==> src/rtl/qeciphy_link_recovery_sequencer_if.sv <==
// qeciphy_link_recovery_sequencer_if
//   Groups the supervision signals between the link recovery sequencer and
//   whatever observes/drives it (link controller status, software control).
//   slave  : sequencer side (consumes i_*, drives o_*)
//   master : environment side (drives i_*, consumes o_*)
//   Signals:
//     i_enable       sequencer enable
//     i_state[3:0]   link controller state
//     i_ecode[3:0]   link controller error code
//     i_retry_clear  single-cycle pulse, leave GIVE_UP / clear retry count
//     o_link_rst     reset request to the link controller
//     o_busy         backoff or reset-hold in progress
//     o_gave_up      retries exhausted
//     o_retry_cnt    consecutive retries issued
//     o_last_ecode   code of the last fault (4'hF = training timeout)
//     o_fault_total  total fault count (0 unless statistics are built in)
interface qeciphy_link_recovery_sequencer_if #(
    parameter int MAX_RETRIES = 4
);
    localparam int RC_W = $clog2(MAX_RETRIES + 1);

    logic            i_enable;
    logic [3:0]      i_state;
    logic [3:0]      i_ecode;
    logic            i_retry_clear;
    logic            o_link_rst;
    logic            o_busy;
    logic            o_gave_up;
    logic [RC_W-1:0] o_retry_cnt;
    logic [3:0]      o_last_ecode;
    logic [15:0]     o_fault_total;

    modport slave (
        input  i_enable, i_state, i_ecode, i_retry_clear,
        output o_link_rst, o_busy, o_gave_up, o_retry_cnt, o_last_ecode, o_fault_total
    );

    modport master (
        output i_enable, i_state, i_ecode, i_retry_clear,
        input  o_link_rst, o_busy, o_gave_up, o_retry_cnt, o_last_ecode, o_fault_total
    );
endinterface

==> src/rtl/qeciphy_link_recovery_sequencer.sv <==
// qeciphy_link_recovery_sequencer
//   Supervises the QECIPHY link controller. On FAULT_FATAL or a training
//   timeout it waits an exponential backoff, then pulses o_link_rst to the
//   controller. After MAX_RETRIES consecutive failures it parks in GIVE_UP
//   until software pulses i_retry_clear.
//   Ports:
//     axis_clk   single clock
//     axis_rst   synchronous active-high reset
//     bus        qeciphy_link_recovery_sequencer_if.slave (status in, control out)
//   Build option:
//     QECIPHY_RECOVERY_STATS_EN  enables the saturating o_fault_total counter;
//                                otherwise o_fault_total is tied to 0.
//
//   state      | meaning
//   -----------+---------------------------------------------------------
//   S_IDLE     | disabled, nothing issued
//   S_WATCH    | monitoring controller state for fault / training timeout
//   S_BACKOFF  | waiting BACKOFF_BASE << retry_cnt cycles
//   S_RESET_HOLD | o_link_rst held high for RST_HOLD_CYCLES cycles
//   S_GIVE_UP  | retries exhausted, waiting for i_retry_clear
module qeciphy_link_recovery_sequencer #(
    parameter int RST_HOLD_CYCLES = 16,
    parameter int TRAIN_TIMEOUT   = 1048576,
    parameter int MAX_RETRIES     = 4,
    parameter int BACKOFF_BASE    = 256,
    parameter int CNT_W           = 24
) (
    input  logic                                   axis_clk,
    input  logic                                   axis_rst,
    qeciphy_link_recovery_sequencer_if.slave       bus
);
    localparam int RC_W = $clog2(MAX_RETRIES + 1);

    typedef enum logic [2:0] {
        S_IDLE,
        S_WATCH,
        S_BACKOFF,
        S_RESET_HOLD,
        S_GIVE_UP
    } state_t;

    state_t            state_q;
    logic [CNT_W-1:0]  timer_q;
    logic [1:0]        mask_q;
    logic [RC_W-1:0]   retry_cnt_q;
    logic [3:0]        last_ecode_q;
    logic              link_rst_q;
    logic              busy_q;
    logic              gave_up_q;

    logic              st_fatal;
    logic              st_training;
    logic              st_quiet;
    logic              timeout;
    logic              fault;
    logic [CNT_W-1:0]  backoff_len;

    assign st_fatal    = (bus.i_state == 4'd5);
    assign st_training = (bus.i_state == 4'd1) || (bus.i_state == 4'd2) || (bus.i_state == 4'd3);
    assign st_quiet    = (bus.i_state == 4'd0) || (bus.i_state == 4'd4) ||
                         (bus.i_state == 4'd6) || (bus.i_state == 4'd7);
    assign timeout     = (timer_q == CNT_W'(TRAIN_TIMEOUT - 1));
    // Disable wins over fault, and the post-reset mask hides stale controller state.
    assign fault       = bus.i_enable && (state_q == S_WATCH) && (mask_q == 2'd0) &&
                         (st_fatal || timeout);
    assign backoff_len = CNT_W'(BACKOFF_BASE) << retry_cnt_q;

    always_ff @(posedge axis_clk) begin
        if (axis_rst) begin
            state_q      <= S_IDLE;
            timer_q      <= '0;
            mask_q       <= 2'd0;
            retry_cnt_q  <= '0;
            last_ecode_q <= 4'h0;
            link_rst_q   <= 1'b0;
            busy_q       <= 1'b0;
            gave_up_q    <= 1'b0;
        end else if (!bus.i_enable) begin
            state_q     <= S_IDLE;
            timer_q     <= '0;
            mask_q      <= 2'd0;
            retry_cnt_q <= '0;
            link_rst_q  <= 1'b0;
            busy_q      <= 1'b0;
            gave_up_q   <= 1'b0;
        end else begin
            case (state_q)
                S_IDLE: begin
                    state_q <= S_WATCH;
                    timer_q <= '0;
                end
                S_WATCH: begin
                    if (mask_q != 2'd0) mask_q <= mask_q - 2'd1;
                    if (fault) begin
                        last_ecode_q <= st_fatal ? bus.i_ecode : 4'hF;
                        timer_q      <= '0;
                        // Retry decision uses the count before any same-cycle clear.
                        if (retry_cnt_q < RC_W'(MAX_RETRIES)) begin
                            state_q <= S_BACKOFF;
                            busy_q  <= 1'b1;
                        end else begin
                            state_q   <= S_GIVE_UP;
                            gave_up_q <= 1'b1;
                        end
                    end else begin
                        if (st_quiet)
                            timer_q <= '0;
                        else if (st_training && !timeout)
                            timer_q <= timer_q + 1'b1;
                        if ((bus.i_state == 4'd4) || bus.i_retry_clear)
                            retry_cnt_q <= '0;
                    end
                end
                S_BACKOFF: begin
                    if (timer_q == backoff_len - 1'b1) begin
                        state_q     <= S_RESET_HOLD;
                        timer_q     <= '0;
                        retry_cnt_q <= retry_cnt_q + 1'b1;
                        link_rst_q  <= 1'b1;
                    end else begin
                        timer_q <= timer_q + 1'b1;
                    end
                end
                S_RESET_HOLD: begin
                    if (timer_q == CNT_W'(RST_HOLD_CYCLES - 1)) begin
                        state_q    <= S_WATCH;
                        timer_q    <= '0;
                        mask_q     <= 2'd2;
                        link_rst_q <= 1'b0;
                        busy_q     <= 1'b0;
                    end else begin
                        timer_q <= timer_q + 1'b1;
                    end
                end
                S_GIVE_UP: begin
                    if (bus.i_retry_clear) begin
                        state_q     <= S_RESET_HOLD;
                        timer_q     <= '0;
                        retry_cnt_q <= '0;
                        gave_up_q   <= 1'b0;
                        link_rst_q  <= 1'b1;
                        busy_q      <= 1'b1;
                    end
                end
                default: begin
                    state_q <= S_IDLE;
                    timer_q <= '0;
                end
            endcase
        end
    end

    assign bus.o_link_rst   = link_rst_q;
    assign bus.o_busy       = busy_q;
    assign bus.o_gave_up    = gave_up_q;
    assign bus.o_retry_cnt  = retry_cnt_q;
    assign bus.o_last_ecode = last_ecode_q;

`ifdef QECIPHY_RECOVERY_STATS_EN
    logic [15:0] fault_total_q;

    always_ff @(posedge axis_clk) begin
        if (axis_rst)
            fault_total_q <= 16'h0000;
        else if (fault && (fault_total_q != 16'hFFFF))
            fault_total_q <= fault_total_q + 16'h0001;
    end

    assign bus.o_fault_total = fault_total_q;
`else
    assign bus.o_fault_total = 16'h0000;
`endif

endmodule

==> src/flat_wrapper.sv <==
// flat-port wrapper written by rule: the top's interface ports become plain ports
module qeciphy_link_recovery_sequencer_flat 
#(
    parameter int RST_HOLD_CYCLES = 16,
    parameter int TRAIN_TIMEOUT   = 1048576,
    parameter int MAX_RETRIES     = 4,
    parameter int BACKOFF_BASE    = 256,
    parameter int CNT_W           = 24
)
  (axis_clk, axis_rst, bus_i_enable, bus_i_state, bus_i_ecode, bus_i_retry_clear, bus_o_link_rst, bus_o_busy, bus_o_gave_up, bus_o_retry_cnt, bus_o_last_ecode, bus_o_fault_total);
  qeciphy_link_recovery_sequencer_if #(.MAX_RETRIES(MAX_RETRIES)) bus_i ();
  input  logic axis_clk;
  input  logic axis_rst;
  input wire logic [$bits(bus_i.i_enable)-1:0] bus_i_enable;
  input wire logic [$bits(bus_i.i_state)-1:0] bus_i_state;
  input wire logic [$bits(bus_i.i_ecode)-1:0] bus_i_ecode;
  input wire logic [$bits(bus_i.i_retry_clear)-1:0] bus_i_retry_clear;
  output wire logic [$bits(bus_i.o_link_rst)-1:0] bus_o_link_rst;
  output wire logic [$bits(bus_i.o_busy)-1:0] bus_o_busy;
  output wire logic [$bits(bus_i.o_gave_up)-1:0] bus_o_gave_up;
  output wire logic [$bits(bus_i.o_retry_cnt)-1:0] bus_o_retry_cnt;
  output wire logic [$bits(bus_i.o_last_ecode)-1:0] bus_o_last_ecode;
  output wire logic [$bits(bus_i.o_fault_total)-1:0] bus_o_fault_total;
  assign bus_i.i_enable = bus_i_enable;
  assign bus_i.i_state = bus_i_state;
  assign bus_i.i_ecode = bus_i_ecode;
  assign bus_i.i_retry_clear = bus_i_retry_clear;
  assign bus_o_link_rst = bus_i.o_link_rst;
  assign bus_o_busy = bus_i.o_busy;
  assign bus_o_gave_up = bus_i.o_gave_up;
  assign bus_o_retry_cnt = bus_i.o_retry_cnt;
  assign bus_o_last_ecode = bus_i.o_last_ecode;
  assign bus_o_fault_total = bus_i.o_fault_total;
  qeciphy_link_recovery_sequencer #(.RST_HOLD_CYCLES(RST_HOLD_CYCLES), .TRAIN_TIMEOUT(TRAIN_TIMEOUT), .MAX_RETRIES(MAX_RETRIES), .BACKOFF_BASE(BACKOFF_BASE), .CNT_W(CNT_W)) u_core (.axis_clk(axis_clk), .axis_rst(axis_rst), .bus(bus_i));
endmodule
==> config.mk <==
export PLATFORM = sky130hd
export DESIGN_NAME = qeciphy_link_recovery_sequencer_flat
export DESIGN_NICKNAME = d
export VERILOG_FILES = /design/src/rtl/qeciphy_link_recovery_sequencer_if.sv /design/src/rtl/qeciphy_link_recovery_sequencer.sv /design/src/flat_wrapper.sv
export SDC_FILE = /design/constraint.sdc
export NUM_CORES = 1
export LEC_CHECK = 0
export BUFFER_PORTS_ARGS = -buffer_cell sky130_fd_sc_hd__buf_2
export CAP_MARGIN = 20
export CORE_ASPECT_RATIO = 0.5
export CORE_MARGIN = 3
export CORE_UTILIZATION = 62
export DETAILED_ROUTE_END_ITERATION = 10
export PLACE_DENSITY = 0.9
export SYNTH_ARGS = -nofsm -noshare
export SYNTH_HDL_FRONTEND = slang
export SYNTH_SLANG_ARGS = --single-unit
==> constraint.sdc <==
create_clock -name axis_clk -period 5.1 [get_ports axis_clk]
set_input_delay 0.765 -clock axis_clk [delete_from_list [all_inputs] [get_ports axis_clk]]
set_output_delay 0.765 -clock axis_clk [all_outputs]
set_load 0.1 [all_outputs]
==> Word-level counts from Yosys, hierarchy flattened <==
Cells that the tools add are included.
{ "classes": {"addsub": 4, "n_lt_le_gt_ge": 1, "eq_ne": 24, "shifts": 1, "muxes": 33, "bitwise_logic": 1, "n_reduce_logical": 30} }
{ "ops": {"columns": ["operator", "n"], "rows": [
  ["$mux W24", 6],
  ["$pmux W24 S4", 1],
  ["$mux W3", 9],
  ["$add A24 B1 Y24 const B", 1],
  ["$eq A24 B20 Y1 const B", 1],
  ["$eq A24 B24 Y1", 1],
  ["$eq A24 B4 Y1 const B", 1],
  ["$shl A9 B3 Y24 const A", 1],
  ["$sub A24 B1 Y24 const B", 1],
  ["$eq A4 B3 Y1 const B", 4],
  ["$pmux W3 S5", 1],
  ["$ne A2 B2 Y1 const B", 6],
  ["$reduce_and A4 Y1", 3],
  ["$reduce_and A5 Y1", 2],
  ["$pmux W3 S3", 1],
  ["$reduce_bool A3 Y1", 3],
  ["$eq A4 B2 Y1 const B", 2],
  ["$mux W1", 8],
  ["$logic_or A1 B1 Y1", 7],
  ["$eq A3 B2 Y1 const B", 2],
  ["$ne A2 B1 Y1 const B", 3],
  ["$pmux W1 S3", 2],
  ["$reduce_and A3 Y1", 2],
  ["$reduce_bool A2 Y1", 3],
  ["19 further kinds", 23]
]} }
{ "word_totals": {"regBits": 39, "out_inout_bits": 26, "elab_cells": 102} }

==> Logic depth before layout (Yosys ltp) <==
{ "depth": {"depth_word": 8, "depth_mapped": 11} }

==> Least setup slack after synthesis <==
No wires, ideal clock.
{ "synth_timing": {"path_type": "reg-to-reg", "startpoint": "register u_core.retry_cnt_q[1] (netlist: u_core.bus.o_retry_cnt[1])", "endpoint": "register u_core.timer_q[22]", "setup_time_ns": 0.125, "t_arrival_ns": 3.738, "setup_slack_ns": 1.237, "stages_incl_launch_ff": 12, "n_path_buf": 1, "synth_period_minus_slack_ns": 3.863, "path_cell_list": "dfxtp_1 -> inv_1 -> ha_1 -> nor4_1 -> ha_1 -> xnor2_1 -> a311o_1 -> nor4_1 -> a31oi_1 -> o31ai_4 -> buf_4 -> a21oi_1"} }
{ "synth_via": {"elab_chain_len": 5} }
{ "synth_rtl": {"columns": ["element", "line", "rtl"], "rows": [
  ["start, declared", "qeciphy_link_recovery_sequencer.sv:45", "logic [RC_W-1:0] retry_cnt_q;"],
  ["start signal, assigned", "qeciphy_link_recovery_sequencer.sv:118", "retry_cnt_q <= retry_cnt_q + 1'b1;"],
  ["$shl A9 B3 Y24", "qeciphy_link_recovery_sequencer.sv:66", "assign backoff_len = CNT_W'(BACKOFF_BASE) << retry_cnt_q;"],
  ["$sub A24 B1 Y24", "qeciphy_link_recovery_sequencer.sv:115", "if (timer_q == backoff_len - 1'b1) begin"],
  ["$eq A24 B24 Y1", "qeciphy_link_recovery_sequencer.sv:115", null],
  ["$mux W24", "qeciphy_link_recovery_sequencer.sv:115", null],
  ["$pmux W24 S4", "qeciphy_link_recovery_sequencer.sv:87", "case (state_q)"],
  ["end signal, assigned", "qeciphy_link_recovery_sequencer.sv:109", "timer_q <= timer_q + 1'b1;"],
  ["end signal, assigned", "qeciphy_link_recovery_sequencer.sv:121", "timer_q <= timer_q + 1'b1;"],
  ["end signal, assigned", "qeciphy_link_recovery_sequencer.sv:132", "timer_q <= timer_q + 1'b1;"],
  ["end, declared", "qeciphy_link_recovery_sequencer.sv:43", "logic [CNT_W-1:0] timer_q;"]
]} }
No other way between the ends.
A chain may end at the register's enable or synchronous reset.

==> Worst setup path in the final report <==
{ "layout_timing": {"startpoint": "register u_core.retry_cnt_q[2] (netlist: u_core.bus.o_retry_cnt[2])", "endpoint": "register u_core.timer_q[20]"} }
Same word-level chain as after synthesis.

==> key figures <==
Setup path
  • Cell Chain, Critical Path: inv_1 > ha_1 > nor4_1 > ha_1 > xnor2_1 > a311o_1 > nor4_1 > a31oi_1 > buf_4 > o31ai_4 > nor2_1
  • CP peak stage delay: a little under 0.7 ns
  • Critical Path AT: ~4.0 ns
  • Reg-to-reg critical path startpoint: u_core.bus.o_retry_cnt[2]$_SDFFE_PP0P_
  • Slowest stage cell, crit path: o31ai_4
  • CP startpoint kind: flop
  • FF-to-FF setup slack: ~1.3 ns
  • Crit-path max FO: 18
  • Worst r2r path cells: 11
  • Crit path capture type: flop
  • CP Class: reg -> reg
  • Worst endpoint required time: 5.24 ns
  • Worst flop-to-flop path endpoint: u_core.timer_q[20]$_SDFFE_PP0P_

Power
  • Cell Int Power: 441 uW
  • Net Sw Power: 186 uW
  • Leakage power: 0.000992 uW
  • PD cells: approximately 220 nW/um^2
  • VDD IR max: 0.000153 V
  • Clock network power share: roughly 36%
  • Combinational Power Share: between 10 and 15%
  • Switching share of power: 29.6%
  • Seq pwr share: 49.0%

Logic synthesis
  • Synth Cell Area: between 2000 and 3000 um^2
  • Most common flop cell mapped by yosys: dfxtp_1
  • Yosys warns: 0
  • Share of flip-flops with an asynchronous set or reset: 0%
  • Seq/Total Area, Yosys: between 20% and 30%
  • Yosys reg bits: 39
  • Post-synth top area share: 29.7%
  • Synth area leader: dfxtp_1
  • Post-synth EDFFs: 0
  • Syn avg cell area: around 7.9 um^2
  • Yosys cell types: 54
  • Synth area leaders: dfxtp_1, buf_4, nor2_1
  • Mapped Cells: approximately 330

Place
  • Placed cell areas: 2690 um^2
  • Final Wtd Congestion: 0.942
  • Pre-CTS WS: about 1.3 ns
  • Port bufs: 21
  • Placed cell count: roughly 390
  • Hpwl dp: approximately 4.8 mm

Floorplanning
  • Core footprint: around 4000 um^2
  • Die Span Y: approximately 52 um
  • Die width: between 90 and 100 um
  • Initial Util: around two thirds
  • Die area: between 5000 and 6000 um^2
  • Row cnt: 16
  • Io pins: 38

Drt
  • Initial drt markers: between 400 and 500
  • Drt wl/cell: ~17 um
  • DRC: 0
  • Vias per inst: 6.73
  • 1st-pass router iterations: 6
  • Overall routed net length: between 6 and 7 mm
  • Routed Antenna Nets: 0
  • Total number of vias: about 2,700

Clock tree
  • Worst-path clk slew: ~0.07 ns
  • Num Clock Sinks: 39
  • H-tree Lvls: 2
  • CTS Buf Count: 5
  • Cts repair resizes: 0
  • CTS tree: done
  • Setup bufs post-CTS: 0
  • Hold buffers post-CTS: 0
  • Clk_lat worst skew: about 0.29 ns
  • CTS Root Cell: clkbuf_8
  • Max Root-Sink Buffers: 2

Layout
  • Final Non-Filler Cells: 401
  • Design area: 2790 um^2
  • Fillcell total: around 310
  • Nets: about 370
  • Share of layout cells above drive strength 1: about 13%
  • Synthesis-to-layout area growth: 6.19%
  • ANT cells: 0

Global route
  • Global-route wire length before repair: 11.2 mm
  • Global Route Usage Sum: between 20% and 30%
  • Initial antenna violation count: 0
  • GRT overflow: 0
  • Vias in the first global route: around 2,500
  • Pin count of the biggest net entering global routing: 24

Min path
  • Hold endpoint: u_core.bus.o_last_ecode[1]$_SDFFE_PP0P_
  • Hold Crit Class: reg -> reg
  • HP Start: u_core.bus.o_last_ecode[1]$_SDFFE_PP0P_
  • Worst Hold Depth: 2

STA
  • Tcrit/Tclk final: approximately 75%
  • TNS Setup: 0 ns
  • Fmax: roughly 0.26 GHz
  • Worst Tran Pin Value: 1.06 ns
  • Post-layout min period: around 3.8 ns
  • Relative slew slack: between 20% and 30%
  • Final setup viols: 0
  • Clk_skew: approximately 0.0084 ns
  • Fin. Hold Viols: 0
  • Slew Viols, Final: 0
  • Final worst slack: 1.27 ns
  • RSZ-0062 raised after global routing: false

Job
  • # Max-Cap Violations: 0

Outcome
  • Run status: finished, final reports clean
[flip-flops by register name, indices dropped and copies added, names as in the netlist]
name	flops
u_core.bus.o_retry_cnt	3
u_core.bus.o_last_ecode	4
u_core.bus.o_gave_up	1
u_core.state_q	3
u_core.timer_q	24
u_core.bus.o_link_rst	1
u_core.mask_q	2
u_core.bus.o_busy	1
[final cells by class]
class,count,area (um^2),area share (%)
Inverter,14,52.6,1.88
Multi-Input combinational cell,261,1650,59.3
Timing Repair Buffer,25,135,4.84
Clock buffer,8,100,3.59
Tap cell,54,67.6,2.42
Sequential cell,39,781,28.0
[layer usage]
metal / up-vias / wire length, um / GRT usage, %
met5: - / 0 / 0
met4: 0 / 127 / 8.97
met3: 26 / 844 / 5.62
met2: 189 / 3110 / 48.0
met1: 1250 / 2700 / 32.4
li1: 1233 / - / -
[through the flow]
stage          utilization (%)  hold slack (ns)  power (uW)
2_1_floorplan                -            0.463         401
3_3_place_gp              67.5            0.480         402
3_5_place_dp              67.5            0.478         404
4_1_cts                   70.0            0.498         625
5_1_grt                   70.0            0.539         645
6_report                  70.0            0.491         627
[how the worst max path moves through the flow]
stage,from,cells past startpoint,to,slack (ns)
after floorplan,u_core.bus.o_retry_cnt[1]$_SDFFE_PP0P_,11,u_core.timer_q[22]$_SDFFE_PP0P_,1.24
after global placement,u_core.bus.o_retry_cnt[2]$_SDFFE_PP0P_,11,u_core.timer_q[8]$_SDFFE_PP0P_,1.55
after detailed placement,u_core.bus.o_retry_cnt[2]$_SDFFE_PP0P_,11,u_core.timer_q[20]$_SDFFE_PP0P_,1.32
after CTS,u_core.bus.o_retry_cnt[2]$_SDFFE_PP0P_,11,u_core.timer_q[20]$_SDFFE_PP0P_,1.33
after global routing,u_core.bus.o_retry_cnt[2]$_SDFFE_PP0P_,11,u_core.timer_q[2]$_SDFFE_PP0P_,0.92
final,u_core.bus.o_retry_cnt[2]$_SDFFE_PP0P_,11,u_core.timer_q[20]$_SDFFE_PP0P_,1.27
[worst max-delay path: cells and delay by family, from the launching register on]
family                   cells  cell delay, ns
XOR/XNOR                     1            0.13
AO/OA/AOI/OAI                3            1.13
adder cells (fa/ha/maj)      2            0.57
AND/OR/NAND/NOR              3            0.84
flip-flops                   1            0.64
buffers and inverters        2            0.34
[cell usage in the layout, fill, tap and decap left out, types with 4 or more instances in the layout]
cell       n
ha_1       9
nor2b_1    5
nor2_1    32
buf_2     21
a21oi_1   17
nand3_1   17
nor4b_1    4
buf_4      4
nand2_1   17
a31oi_1    4
o21ai_0    8
or4_1     10
or3_1     10
nand4_1   11
inv_1     14
nor3_1    14
o31ai_1    9
o211ai_1   5
xnor2_1   11
clkbuf_8   7
conb_1    16
nor4_1    15
dfxtp_1   39
[cell usage after synthesis (2+ instances only)]
library cell and count:
a211o_1 3, a21oi_1 17, a31oi_1 4, a41oi_1 2, buf_2 2, buf_4 17, clkbuf_1 14, dfxtp_1 39
ha_1 9, inv_1 14, mux2i_1 3, nand2_1 17, nand2b_1 3, nand3_1 17, nand4_1 11, nor2_1 32
nor2b_1 5, nor3_1 14, nor3_2 3, nor3b_1 3, nor4_1 15, nor4b_1 4, o2111ai_1 2, o211ai_1 5
o21ai_0 8, o221a_2 2, o31ai_1 9, or2_2 3, or3_1 10, or4_1 10, xnor2_1 11, xor2_1 3
[cell families after synthesis]
| group | after synthesis | synth area share [%] |
|---|---|---|
| AND/OR/NAND/NOR | 154 | 32.6 |
| flip-flops | 39 | 29.7 |
| XOR/XNOR | 14 | 4.67 |
| AO/OA/AOI/OAI | 65 | 17.8 |
| multiplexers | 3 | 1.14 |
| other | 1 | 0.143 |
| buffers and inverters | 48 | 9.67 |
| adder cells (fa/ha/maj) | 9 | 4.29 |
[power groups by stage]
stage,clock network (uW),logic (uW),registers [uW]
CTS,228,90.1,307
finish,228,91.5,307
floorplan,0,84.5,317
global route,243,95.1,307
detailed placement,0,89.8,314
global placement,0,88.0,314
Note: power is estimated with default switching activity, not from simulation.
